## src/rtl/dcache_flush_unit.sv

```systemverilog
// Flush responder for the write-back dcache: walks every set, writes back
// valid+dirty lines in ascending way order, invalidates the set, then acks.
module dcache_flush_unit #(
   parameter int unsigned NumSets  = 256,
   parameter int unsigned NumWays  = 8,
   parameter int unsigned TagW     = 44,
   parameter int unsigned LineOffW = 4,
   localparam int unsigned IndexW  = $clog2(NumSets),
   localparam int unsigned WayW    = (NumWays > 1) ? $clog2(NumWays) : 1,
   localparam int unsigned PAddrW  = TagW + IndexW + LineOffW
) (
   input  logic                    clk_i,
   input  logic                    rst_i,
   input  logic                    flush_req_i,
   output logic                    flush_ack_o,
   output logic                    busy_o,
   output logic                    tag_req_o,
   output logic [IndexW-1:0]       tag_idx_o,
   input  logic                    tag_gnt_i,
   input  logic [NumWays-1:0]      tag_valid_i,
   input  logic [NumWays-1:0]      tag_dirty_i,
   input  logic [NumWays*TagW-1:0] tag_rdata_i,
   output logic                    wb_valid_o,
   input  logic                    wb_ready_i,
   output logic [PAddrW-1:0]       wb_addr_o,
   output logic [WayW-1:0]         wb_way_o,
   output logic                    inv_req_o,
   output logic [IndexW-1:0]       inv_idx_o,
   output logic [NumWays-1:0]      inv_way_mask_o,
   input  logic                    inv_gnt_i
);

   typedef enum logic [2:0] {
      IDLE,
      READ_TAG,
      CHECK,
      WRITEBACK,
      INVALIDATE,
      DONE
   } state_t;

   state_t              state_q;
   logic [IndexW-1:0]   set_q;
   logic [NumWays-1:0]  pend_q;
   logic [TagW-1:0]     tags_q [NumWays];
   logic                ack_q;
   logic                busy_q;
   logic                tag_req_q;
   logic                wb_valid_q;
   logic                inv_req_q;

   logic [WayW-1:0]     wb_way;
   logic                wb_found;
   logic [NumWays-1:0]  pend_next;
   logic [NumWays-1:0]  dirty_lines;

   assign dirty_lines = tag_valid_i & tag_dirty_i;
   // Clearing the lowest set bit retires the way currently being written back
   assign pend_next   = pend_q & (pend_q - NumWays'(1));

   // Priority-encode the lowest pending way so writebacks go out in ascending order
   always_comb begin
      wb_way   = '0;
      wb_found = 1'b0;
      for (int unsigned w = 0; w < NumWays; w++) begin
         if (pend_q[w] && !wb_found) begin
            wb_way   = WayW'(w);
            wb_found = 1'b1;
         end
      end
   end

   // Flush walk FSM; every output flag is registered alongside the state
   always_ff @(posedge clk_i or posedge rst_i) begin
      if (rst_i) begin
         state_q    <= IDLE;
         set_q      <= '0;
         pend_q     <= '0;
         ack_q      <= 1'b0;
         busy_q     <= 1'b0;
         tag_req_q  <= 1'b0;
         wb_valid_q <= 1'b0;
         inv_req_q  <= 1'b0;
         for (int unsigned w = 0; w < NumWays; w++) begin
            tags_q[w] <= '0;
         end
      end else begin
         case (state_q)
            IDLE: begin
               if (flush_req_i) begin
                  state_q   <= READ_TAG;
                  set_q     <= '0;
                  busy_q    <= 1'b1;
                  tag_req_q <= 1'b1;
               end
            end
            READ_TAG: begin
               if (tag_gnt_i) begin
                  state_q   <= CHECK;
                  tag_req_q <= 1'b0;
               end
            end
            CHECK: begin
               pend_q <= dirty_lines;
               for (int unsigned w = 0; w < NumWays; w++) begin
                  tags_q[w] <= tag_rdata_i[w*TagW +: TagW];
               end
               if (dirty_lines != '0) begin
                  state_q    <= WRITEBACK;
                  wb_valid_q <= 1'b1;
               end else begin
                  state_q   <= INVALIDATE;
                  inv_req_q <= 1'b1;
               end
            end
            WRITEBACK: begin
               if (wb_ready_i) begin
                  pend_q <= pend_next;
                  if (pend_next == '0) begin
                     state_q    <= INVALIDATE;
                     wb_valid_q <= 1'b0;
                     inv_req_q  <= 1'b1;
                  end
               end
            end
            INVALIDATE: begin
               if (inv_gnt_i) begin
                  inv_req_q <= 1'b0;
                  if (set_q == IndexW'(NumSets - 1)) begin
                     state_q <= DONE;
                     ack_q   <= 1'b1;
                  end else begin
                     state_q   <= READ_TAG;
                     set_q     <= set_q + IndexW'(1);
                     tag_req_q <= 1'b1;
                  end
               end
            end
            DONE: begin
               state_q <= IDLE;
               ack_q   <= 1'b0;
               busy_q  <= 1'b0;
            end
            default: begin
               state_q    <= IDLE;
               ack_q      <= 1'b0;
               busy_q     <= 1'b0;
               tag_req_q  <= 1'b0;
               wb_valid_q <= 1'b0;
               inv_req_q  <= 1'b0;
            end
         endcase
      end
   end

   assign flush_ack_o    = ack_q;
   assign busy_o         = busy_q;
   assign tag_req_o      = tag_req_q;
   assign tag_idx_o      = set_q;
   assign wb_valid_o     = wb_valid_q;
   assign wb_addr_o      = wb_valid_q ? {tags_q[wb_way], set_q, {LineOffW{1'b0}}} : '0;
   assign wb_way_o       = wb_valid_q ? wb_way : '0;
   assign inv_req_o      = inv_req_q;
   assign inv_idx_o      = set_q;
   assign inv_way_mask_o = {NumWays{inv_req_q}};

endmodule

```

## config.mk

```make
export PLATFORM = sky130hd
export DESIGN_NAME = dcache_flush_unit
export DESIGN_NICKNAME = d
export VERILOG_FILES = /design/src/rtl/dcache_flush_unit.sv
export SDC_FILE = /design/constraint.sdc
export NUM_CORES = 1
export LEC_CHECK = 0
export CAP_MARGIN = 20
export CORE_MARGIN = 5
export CORE_UTILIZATION = 40
export DETAILED_ROUTE_END_ITERATION = 10
export GPL_ROUTABILITY_DRIVEN = 0
export PLACE_DENSITY = 0.67
export SLEW_MARGIN = 40
export SYNTH_ARGS = -nofsm -noshare
export SYNTH_HDL_FRONTEND = slang
export SYNTH_SLANG_ARGS = --single-unit
```

## constraint.sdc

```tcl
create_clock -name clk_i -period 16.7 [get_ports clk_i]
set_input_delay 1.67 -clock clk_i [delete_from_list [all_inputs] [get_ports clk_i]]
set_output_delay 1.67 -clock clk_i [all_outputs]
set_load 0.01 [all_outputs]
```

# Word-level counts from Yosys, hierarchy flattened
# Index checks and enable logic that the tools add are counted.
# totals
mem_bits_rw	0
latchBits	0
register_bits	376
n_memories	0
romBits	0
# op_classes
n_mul	0
n_addsub	2
bitwise	8
n_reduce_logical	32
magnitude_cmp	1
eq_ne	15
mux	51
shift	0
n_div	0
# op_table
cell	n
$bmux 44 s3	1
$mux 44	2
$mux 56	1
$mux 3	14
$mux 8	4
$pmux 8 s2	2
$mux 1	21
$ne 2x2->1 const B	9
$and 8x8->8	2
$pmux 3 s5	1
$reduce_and 5->1	3
$reduce_or 4->1	3
$add 8x1->8 const B	1
$eq 8x8->1 const B	1
$logic_not 8->1	1
$pmux 1 s4	2
$reduce_and 4->1	2
$reduce_bool 8->1	1
$sub 8x1->8 const B	1
$logic_and 1x1->1	7
$logic_not 1->1	7
$eq 3x2->1 const B	2
$eq 3x3->1 const B	2
$reduce_or 3->1	2
10 further kinds	17

# Longest topological paths before layout
# Gate-level depths: netlist of run 1.
# depth
depth_word	27
depth_mapped	9
ltp_nobuf	5

# Worst setup path before layout of run 1
# Ideal clock, no wire load.
# synth_timing
kind	reg-to-output
start	register pend_q[2]
end	output wb_addr_o[12]
path_stages_with_launch	9
arrival_time_ns	1.752
path_buffers	3
path_slack_ns	13.278
cell_sequence	dfrtp_1 clkbuf_1 nand2b_1 a21oi_1 clkbuf_1 clkbuf_1 nor3b_1 o21ai_0 nand4_1
# synth_via
elab_chain_len	22
elab_cells_between_ends	27
# synth_lines
element	line	rtl
start, declared	44	logic [NumWays-1:0] pend_q;
start signal, assigned	104	pend_q <= dirty_lines;
start signal, assigned	118	pend_q <= pend_next;
$logic_and 1x1->1 (*)	66	if (pend_q[w] && !wb_found) begin
$mux 1	66	
$logic_not 1->1	66	
$logic_and 1x1->1	66	
$mux 1	66	
$logic_not 1->1	66	
$logic_and 1x1->1	66	
$mux 1	66	
(+5 left out)	n/a	
$mux 1	66	
$logic_not 1->1	66	
$logic_and 1x1->1	66	
$mux 3 (*)	66	
$not 3->4 (not written as such) (*)	161	assign wb_addr_o = wb_valid_q ? {tags_q[wb_way], set_q, {LineOffW{1'b0}}} : '0;
$bmux 44 s3 (*)	161	
$mux 44 (not written as such) (*) (2 in a row)	161	
$mux 56 (*)	161	
end, declared	25	output logic [PAddrW-1:0] wb_addr_o,
# Mark *: on every way between the ends. The rest lies on a longest branch, timed or not. The select of a mux whose other input is x is not followed.

# Worst setup path after layout of run 1
# layout_timing
start	register pend_q[2]
end	output wb_addr_o[55]
# Same word-level chain as after synthesis.

==> qor.csv, run 1 <==
stage,metric,value,unit
floorplanning,Row Count,79,
drt,first-pass iteration count of the detailed router,6,
clock_tree,clock transition at the registers of the reported paths,0.06,ns
grt,largest net degree at the start of global routing,136,
drt,WL per Instance,22.0,um
yosys,top area cells in the synthesized netlist,"dfrtp_1 (50%), mux2_2 (21%), o21a_1 (7.1%)",
cells_and_area,fillers,4004,
yosys,asr flop ratio synth,1.00,
setup_path,Crit. End Element,output port,
grt,vias in the first global route,14900,
drt,DRC Markers,0,
placed_design,dpl hpwl,38400,um
min_path,Hold Crit Class,flop to flop,
yosys,Synth Register Bits,376,
setup_path,crit-path max FO,56,
clock_tree,CTS max path bufs,3,
setup_path,Worst EP required,15.03,ns
sta,Rel. slew slack,0.431,
sta,min setup slack post-route,10.75,ns
yosys,most frequent cell after synthesis,dfrtp_1,
sta,Final Hold Viols,0,
cells_and_area,area delta synth->final,33.7,%
cells_and_area,multi-input logic area,8720,um2
sta,setup TNS,0,ns
setup_path,Crit Path Category,flop to output port,
sta,Worst-Margin Slew,0.853,ns
yosys,most frequent cells after synthesis,"dfrtp_1 (376), mux2_2 (353), o21ai_0 (190)",
yosys,"Seq/Total Area, Yosys",0.499,
grt,Overall Global Routing Usage,0.214,
setup_path,CP most frequent cell,buf_4,
cells_and_area,fin cells,2627,
yosys,number of enable flip-flop cells after synthesis,0,
clock_tree,Skew-Pair Late Insertion Delay,0.54,ns
clock_tree,CTS tree,done,
sta,# setup viols final,0,
clock_tree,clk sinks,376,
setup_path,crit path max-delay cell type,buf_4,
drt,DR vias,14600,
drt,Iteration-0 DRC Markers,983,
floorplanning,io pins,462,
grt,first-pass GRT wire length,86900,um
sta,Fmax,168,MHz
sta,Worst Clk Skew,0.0127,ns
yosys,Yosys top cell by area,dfrtp_1,
setup_path,crit start category,flop,
drt,WL final,57700,um
cells_and_area,share of layout cells above drive strength 1,0.226,
grt,antenna violations before repair,14,
placed_design,dpl ws,11.49,ns
cells_and_area,nets@finish,2353,
setup_path,crit-path cells,"nor3_1, o21a_4, buf_4, buf_4, nor3b_1, o21ai_0, nand4_1, clkdlybuf4s50_1",
clock_tree,Resize count post-CTS,0,
yosys,ys flop type,dfrtp_1,
drt,final antenna-violating net count,0,
sta,minimum clock period,5.95,ns
run,max_cap viols,0,
cells_and_area,register area,9410,um2
yosys,Synth top area share,0.499,
placed_design,Port Buffers,457,
yosys,Mapped Area,18900,um2
floorplanning,Die ar.,51600,um2
sta,final period utilization,0.356,
drt,Vias/cell,5.54,
power,Leak,9.79,nW
sta,fin. max-slew vios,0,
clock_tree,H-tree depth,2,
floorplanning,area of the core,46600,um2
power,overall power,5.41,mW
clock_tree,hold_buf cts,0,
sta,RSZ-0062 raised after global routing,false,
yosys,Yosys warning total,0,
placed_design,placed insts,2540,
setup_path,Top Family by Delay on Critical Path,buffers and inverters,
setup_path,Critical Path AT,4.28,ns
clock_tree,clk root buf,clkbuf_16,
clock_tree,total CTS buffers,43,
power,Max VDD drop,0.239,mV
floorplanning,Starting Density,0.405,
clock_tree,Post-CTS Setup Bufs,0,
yosys,Gate Count Post-Synth,1615,
floorplanning,Die H,227,um
grt,total gr overflow,0,
setup_path,buffer and inverter count on the worst path,3,
placed_design,dpl cell area,23800,um2
yosys,Unique masters post-synth,47,
power,Power Density,214,nW/um2
floorplanning,Die Wd,227,um
setup_path,CP peak stage delay,0.58,ns
yosys,mean area per synthesized cell,11.7,um2
cells_and_area,design area,25200,um2
status,status,completed,
-- final timing paths --
| path | from | to | slack, ns | cells after the start |
|---|---|---|---|---|
| setup / recovery | pend_q[2] | wb_addr_o[55] | 10.75 | 8 |
| min in group asynchronous | rst_i | tags_q[49] | 1.68 | 2 |
| max in group asynchronous | rst_i | tags_q[249] | 13.61 | 4 |
| hold / removal | tags_q[220] | tags_q[220] | 0.50 | 1 |
| hold reg to reg | tags_q[220] | tags_q[220] | 0.50 | 1 |
| setup reg to reg | state_q[2] | tags_q[234] | 13.42 | 6 |
-- area by class of cell --
cell class,instances,area share
flip-flops and latches,376,0.373
diodes,11,0.00109
well taps,607,0.0301
clock buffers,65,0.0528
clock inverters,11,0.00342
inverters,9,0.00184
repair buffers,477,0.192
multi-input cells,1071,0.346
-- metrics by stage --
step	hold slack, ns	util
after floorplan	0.472	-
after global placement	0.481	0.508
after detailed placement	0.487	0.511
after CTS	0.501	0.541
after global routing	0.511	0.542
final	0.498	0.542
-- sequential cells by signal, indices dropped and copies added, names as in the netlist --
signal / flops
tags_q: 352
tag_req_o: 1
busy_o: 1
pend_q: 8
flush_ack_o: 1
inv_idx_o: 8
state_q: 3
inv_req_o: 1
wb_valid_o: 1
-- worst register-to-register path: cells and delay by family, from the launching register on --
family / cells / cell delay (ns)
buf+inv: 3 / 1.53
simple gates: 2 / 0.63
flops: 1 / 0.51
mux: 1 / 0.51
-- where the power goes --
| group | switching [mW] | leakage (nW) | internal (mW) |
|---|---|---|---|
| clock network | 0.380 | 0.706 | 0.563 |
| registers | 0.257 | 4.48 | 1.37 |
| logic | 1.38 | 4.60 | 1.45 |
| total | 2.02 | 9.79 | 3.39 |
-- layout by cell type, fill, tap and decap left out, types with 7 or more instances in the layout --
cell type,count
or3_1,8
buf_4,7
nand3_1,7
and2_1,9
clkbuf_1,7
mux2_2,353
a21oi_1,19
nor2_1,9
inv_1,8
o21a_1,177
clkdlybuf4s50_1,457
nor3b_1,177
dfrtp_1,376
nand4_1,49
nand2_1,16
o21ai_0,190
clkbuf_16,45
clkbuf_8,14
clkinv_2,8
diode_2,11
-- cell families after synthesis --
kind of cell               count (synthesis)  share of synthesized area
AOI/OAI and AO/OA                        415                      0.139
adders and majority gates                  2                    0.00119
buffers and inverters                    171                     0.0429
DFF                                      376                      0.499
muxes                                    355                      0.212
other                                      1                   0.000199
and+or+nand+nor                          295                      0.106
-- metal layers --
| layer | track usage | part of all wire |
|---|---|---|
| met1 | 0.294 | 0.44 |
| met2 | 0.342 | 0.47 |
| met3 | 0.0500 | 0.071 |
| met4 | 0.0610 | 0.019 |
| met5 | 0 | 0.0013 |
Note: power is estimated with default switching activity, not from simulation.
==> inputs of run 2 (changes only) <==
==> constraint.sdc (replaced) <==
create_clock -name clk_i -period 5.6 [get_ports clk_i]
set_input_delay 0.56 -clock clk_i [delete_from_list [all_inputs] [get_ports clk_i]]
set_output_delay 0.56 -clock clk_i [all_outputs]
set_load 0.01 [all_outputs]
==> run 2 against run 1 <==
Net effect: wire length up 0.72%; clock-buffer cell count up 5; clock skew up 0.0025 ns; first-iteration DRC count down 0.92%; core utilization up 0.48 points; die area unchanged; non-clock buffer count up 8; worst setup slack worse by 9.5 ns; global-route usage up 0.067 points; via count up 0.47%; largest cell class unchanged.
==> qor.csv, run 2 (synthesis gave the netlist of run 1 again) <==
stage,metric,value,unit
drt,WL final,58100,um
setup_path,Worst EP required,5.04,ns
grt,total gr overflow,0,
grt,largest net degree at the start of global routing,152,
sta,final period utilization,0.770,
cells_and_area,post-layout util,0.547,
power,Max VDD drop,0.452,mV
run,max_cap viols,0,
sta,# setup viols final,0,
cells_and_area,most frequent cells in the layout,"clkdlybuf4s50_1 (457), dfrtp_1 (376), mux2_2 (353), o21ai_0 (190)",
cells_and_area,"most common cell after layout, fill and taps aside",clkdlybuf4s50_1,
sta,Fmax,232,MHz
sta,minimum clock period,4.31,ns
sta,Worst Clk Skew,0.0152,ns
clock_tree,Resize count post-CTS,0,
floorplanning,Die H,227,um
sta,setup TNS,0,ns
floorplanning,area of the core,46600,um2
setup_path,Critical Path AT,3.75,ns
floorplanning,Die Wd,227,um
floorplanning,Row Count,79,
clock_tree,hold_buf cts,0,
sta,Final Hold Viols,0,
setup_path,Crit. End Element,output port,
clock_tree,total CTS buffers,44,
sta,fin. max-slew vios,0,
setup_path,CP peak stage delay,0.61,ns
clock_tree,CTS tree,done,
min_path,Hold Crit Class,primary input to async pin,
drt,DR vias,14600,
sta,RSZ-0062 raised after global routing,false,
clock_tree,clk root buf,clkbuf_16,
sta,Rel. slew slack,0.435,
grt,Overall Global Routing Usage,0.215,
power,Leak,9.87,nW
cells_and_area,max FFs per register,352,
placed_design,Port Buffers,457,
setup_path,Crit Path Category,flop to output port,
drt,DRC Markers,0,
cells_and_area,area delta synth->final,34.9,%
power,Power Density,642,nW/um2
clock_tree,clock transition at the registers of the reported paths,0.06,ns
floorplanning,Starting Density,0.405,
clock_tree,CTS max path bufs,3,
drt,WL met2,26700,um
drt,met3 wire len,4630,um
drt,WL per Instance,22.0,um
drt,Iteration-0 DRC Markers,974,
clock_tree,Skew-Pair Late Insertion Delay,0.57,ns
clock_tree,clk sinks,376,
drt,top routing layer in use,met5,
setup_path,crit start category,flop,
cells_and_area,Largest Register,tags_q,
cells_and_area,nets@finish,2362,
setup_path,Top Family by Delay on Critical Path,simple AND/OR/NAND/NOR gates,
setup_path,crit-path cells,"nor2_1, nand3_1, nor2_4, buf_4, o21ai_0, nand4_1, clkdlybuf4s50_1",
setup_path,buffer and inverter count on the worst path,2,
grt,first-pass GRT wire length,86900,um
cells_and_area,fillers,4044,
status,status,completed,
floorplanning,io pins,462,
drt,Vias/cell,5.53,
grt,vias in the first global route,14700,
floorplanning,Die ar.,51600,um2
placed_design,dpl hpwl,39700,um
sta,Worst-Margin Slew,0.846,ns
clock_tree,H-tree depth,2,
drt,met1 wire length,25100,um
setup_path,crit-path max FO,24,
cells_and_area,share of layout cells above drive strength 1,0.226,
grt,antenna violations before repair,23,
clock_tree,Post-CTS Setup Bufs,0,
drt,first-pass iteration count of the detailed router,5,
drt,final antenna-violating net count,0,
setup_path,crit path max-delay cell type,nor2_4,
-- run 2: where the power goes --
group	switching, mW	internal (mW)
Clock	1.15	1.78
Sequential	0.767	4.10
Combinational	4.15	4.40
Total	6.07	10.3
-- run 2: path summary, 6_finish.rpt --
path	cells past startpoint	slack, ns	endpoint	from
min in group clk_i	1	0.49	tags_q[247]	tags_q[247]
min	2	0.36	tags_q[46]	rst_i
max	7	1.29	wb_addr_o[52]	pend_q[0]
max reg2reg	6	2.68	tags_q[57]	state_q[2]
max in group asynchronous	5	3.87	tags_q[340]	rst_i
min reg2reg	1	0.49	tags_q[247]	tags_q[247]
-- run 2: layout make-up --
cell class	instances	area, um2	share of cell area
flip-flops and latches	376	9410	0.370
multi-input cells	1071	8720	0.343
inverters	9	37.5	0.00148
clock buffers	70	1310	0.0515
well taps	607	759	0.0298
repair buffers	485	5010	0.197
clock inverters	10	158	0.00620
diodes	18	45.0	0.00177
-- run 2: per-layer routing --
metal	up-vias	GRT usage
met3	106	0.0610
met4	12	0.0787
met5	-	0
met2	504	0.328
met1	7321	0.293
li1	6685	-
-- run 2: through the flow --
step           instances  power [mW]  hold WS (ns)  setup WS (ns)  area [um2]
6_report            2646        16.3         0.360           1.29       25400
4_1_cts             2626        16.4         0.498           1.22       25300
3_5_place_dp        2546        13.4         0.487           1.86       23900
2_1_floorplan       1618        10.3         0.472        -0.0101       18900
3_3_place_gp        2543        13.2         0.480           1.92       23800
5_1_grt             2644        17.4         0.359           1.07       25400
==> inputs of run 3 (changes only) <==
--- a/config.mk
+++ b/config.mk
@@ -10,7 +10,7 @@
 export CORE_UTILIZATION = 40
 export DETAILED_ROUTE_END_ITERATION = 10
 export GPL_ROUTABILITY_DRIVEN = 0
-export PLACE_DENSITY = 0.67
+export PLACE_DENSITY = 0.69
 export SLEW_MARGIN = 40
 export SYNTH_ARGS = -nofsm -noshare
 export SYNTH_HDL_FRONTEND = slang
==> constraint.sdc (replaced) <==
create_clock -name clk_i -period 3.89 [get_ports clk_i]
set_input_delay 0.389 -clock clk_i [delete_from_list [all_inputs] [get_ports clk_i]]
set_output_delay 0.389 -clock clk_i [all_outputs]
set_load 0.01 [all_outputs]
==> run 3 against run 2 <==
Net effect: non-clock buffer count rose by 31; via count increased by 0.69%; clock power is 38% higher; worst setup slack got worse by 1.2 ns; combinational power increased by 51%; wire length is 0.61% higher; flip-flop and latch count stayed put.
==> qor.csv, run 3 (synthesis gave the netlist of run 1 again) <==
stage,metric,value,unit
floorplanning,Die ar.,51600,um2
sta,final period utilization,0.971,
grt,vias in the first global route,15000,
clock_tree,CTS tree,done,
cells_and_area,most frequent cells in the layout,"clkdlybuf4s50_1 (457), dfrtp_1 (376), mux2_2 (353), o21ai_0 (189)",
cells_and_area,Largest Register,tags_q,
clock_tree,total CTS buffers,43,
clock_tree,clk root buf,clkbuf_16,
clock_tree,Skew-Pair Late Insertion Delay,0.56,ns
cells_and_area,area delta synth->final,36.4,%
placed_design,dpl hpwl,41100,um
setup_path,crit-path max FO,39,
cells_and_area,fin cells,2674,
drt,first-pass iteration count of the detailed router,6,
cells_and_area,multi-input logic area,8720,um2
drt,final antenna-violating net count,0,
setup_path,buffer and inverter count on the worst path,3,
setup_path,Crit. End Element,output port,
clock_tree,H-tree depth,2,
floorplanning,Row Count,79,
setup_path,Critical Path AT,3.39,ns
cells_and_area,register area,9410,um2
setup_path,Crit Path Category,flop to output port,
cells_and_area,fillers,3965,
sta,minimum clock period,3.78,ns
placed_design,Port Buffers,457,
sta,Worst Clk Skew,0.0160,ns
setup_path,CP peak stage delay,0.52,ns
run,max_cap viols,0,
setup_path,Worst EP required,3.50,ns
drt,WL per Instance,21.9,um
grt,antenna violations before repair,17,
sta,Fmax,265,MHz
sta,Rel. slew slack,0.488,
power,Power Density,931,nW/um2
cells_and_area,share of layout cells above drive strength 1,0.241,
floorplanning,io pins,462,
drt,Iteration-0 DRC Markers,1047,
power,Max VDD drop,0.689,mV
min_path,Hold Crit Class,primary input to async pin,
sta,Worst-Margin Slew,0.769,ns
sta,RSZ-0062 raised after global routing,true,
sta,Final Hold Viols,0,
cells_and_area,"most common cell after layout, fill and taps aside",clkdlybuf4s50_1,
floorplanning,Die H,227,um
placed_design,dpl ws,0.559,ns
sta,fin. max-slew vios,0,
setup_path,"setup slack, reg-to-reg",1.27,ns
sta,min setup slack post-route,0.114,ns
setup_path,Top Family by Delay on Critical Path,buffers and inverters,
drt,DR vias,14700,
setup_path,crit path max-delay cell type,clkdlybuf4s50_1,
drt,Vias/cell,5.51,
clock_tree,clock transition at the registers of the reported paths,0.06,ns
setup_path,crit-path cells,"nand2b_1, a21oi_4, buf_12, buf_4, nor3b_1, o21ai_0, nand4_1, clkdlybuf4s50_1",
placed_design,placed insts,2571,
grt,first-pass GRT wire length,87700,um
status,status,completed,
drt,DRC Markers,0,
grt,largest net degree at the start of global routing,129,
clock_tree,clk sinks,376,
floorplanning,Starting Density,0.405,
cells_and_area,nets@finish,2392,
cells_and_area,max FFs per register,352,
grt,total gr overflow,0,
floorplanning,Die Wd,227,um
setup_path,crit start category,flop,
clock_tree,CTS max path bufs,3,
sta,# setup viols final,0,
power,Leak,10.0,nW
floorplanning,area of the core,46600,um2
grt,Overall Global Routing Usage,0.217,
drt,WL final,58500,um
-- run 3: path summary, 6_finish.rpt --
| path | endpoint | depth (start not counted) | startpoint |
|---|---|---|---|
| worst max-delay path | wb_addr_o[19] | 8 | pend_q[2] |
| worst min-delay path | tags_q[320] | 2 | rst_i |
| worst max register to register | tags_q[22] | 5 | state_q[2] |
| worst min register to register | tags_q[84] | 1 | tags_q[84] |
| max in group asynchronous | tags_q[295] | 4 | rst_i |
| min in group clk_i | tags_q[154] | 2 | tag_rdata_i[198] |
-- run 3: layout make-up --
type                    instances  share of cell area
repair buffers                516               0.208
diodes                         18             0.00175
clock buffers                  67              0.0517
clock inverters                10             0.00321
flip-flops and latches        376               0.366
well taps                     607              0.0295
inverters                       9             0.00146
multi-input cells            1071               0.339
-- run 3: layer usage --
layer  routed length, um  GRT usage  share of wire
met1               24600      0.293           0.42
met2               27600      0.340           0.47
met3                4640     0.0545          0.079
met4                1590     0.0802          0.027
met5                  33          0        0.00056
-- run 3: power breakdown --
part           internal, mW  switching [mW]  total (mW)
sequential             5.90            1.15        7.05
clock                  2.41            1.62        4.03
combinational          6.77            6.10        12.9
total                  15.1            8.87        23.9
-- run 3: per-stage QoR --
step	TNS, ns	area (um2)	hold slack [ns]	utilization	total power [mW]
global route	-0.0114	25700	0.233	0.552	25.5
floorplan	-582.45	18900	0.472	-	14.8
CTS	0	25600	0.202	0.549	23.9
detailed placement	0	24100	0.487	0.519	19.7
global placement	0	24100	0.481	0.518	19.4
finish	0	25700	0.216	0.553	23.9
-- run 3: timing repair --
item,in CTS,in global routing
setup endpoints to repair,17,26
gates cloned,0,1
pin swaps,1,2
hold endpoints to repair,0,0
buffers inserted,4,3
hold buffers,0,0
resized for setup,0,4
-- run 3: worst reg2reg max path, delay by kind of cell, from the launching register on --
| kind | cells | cell delay [ns] |
|---|---|---|
| buffers and inverters | 2 | 0.73 |
| flip-flops | 1 | 0.52 |
| multiplexers | 1 | 0.62 |
| AND/OR/NAND/NOR | 2 | 0.66 |
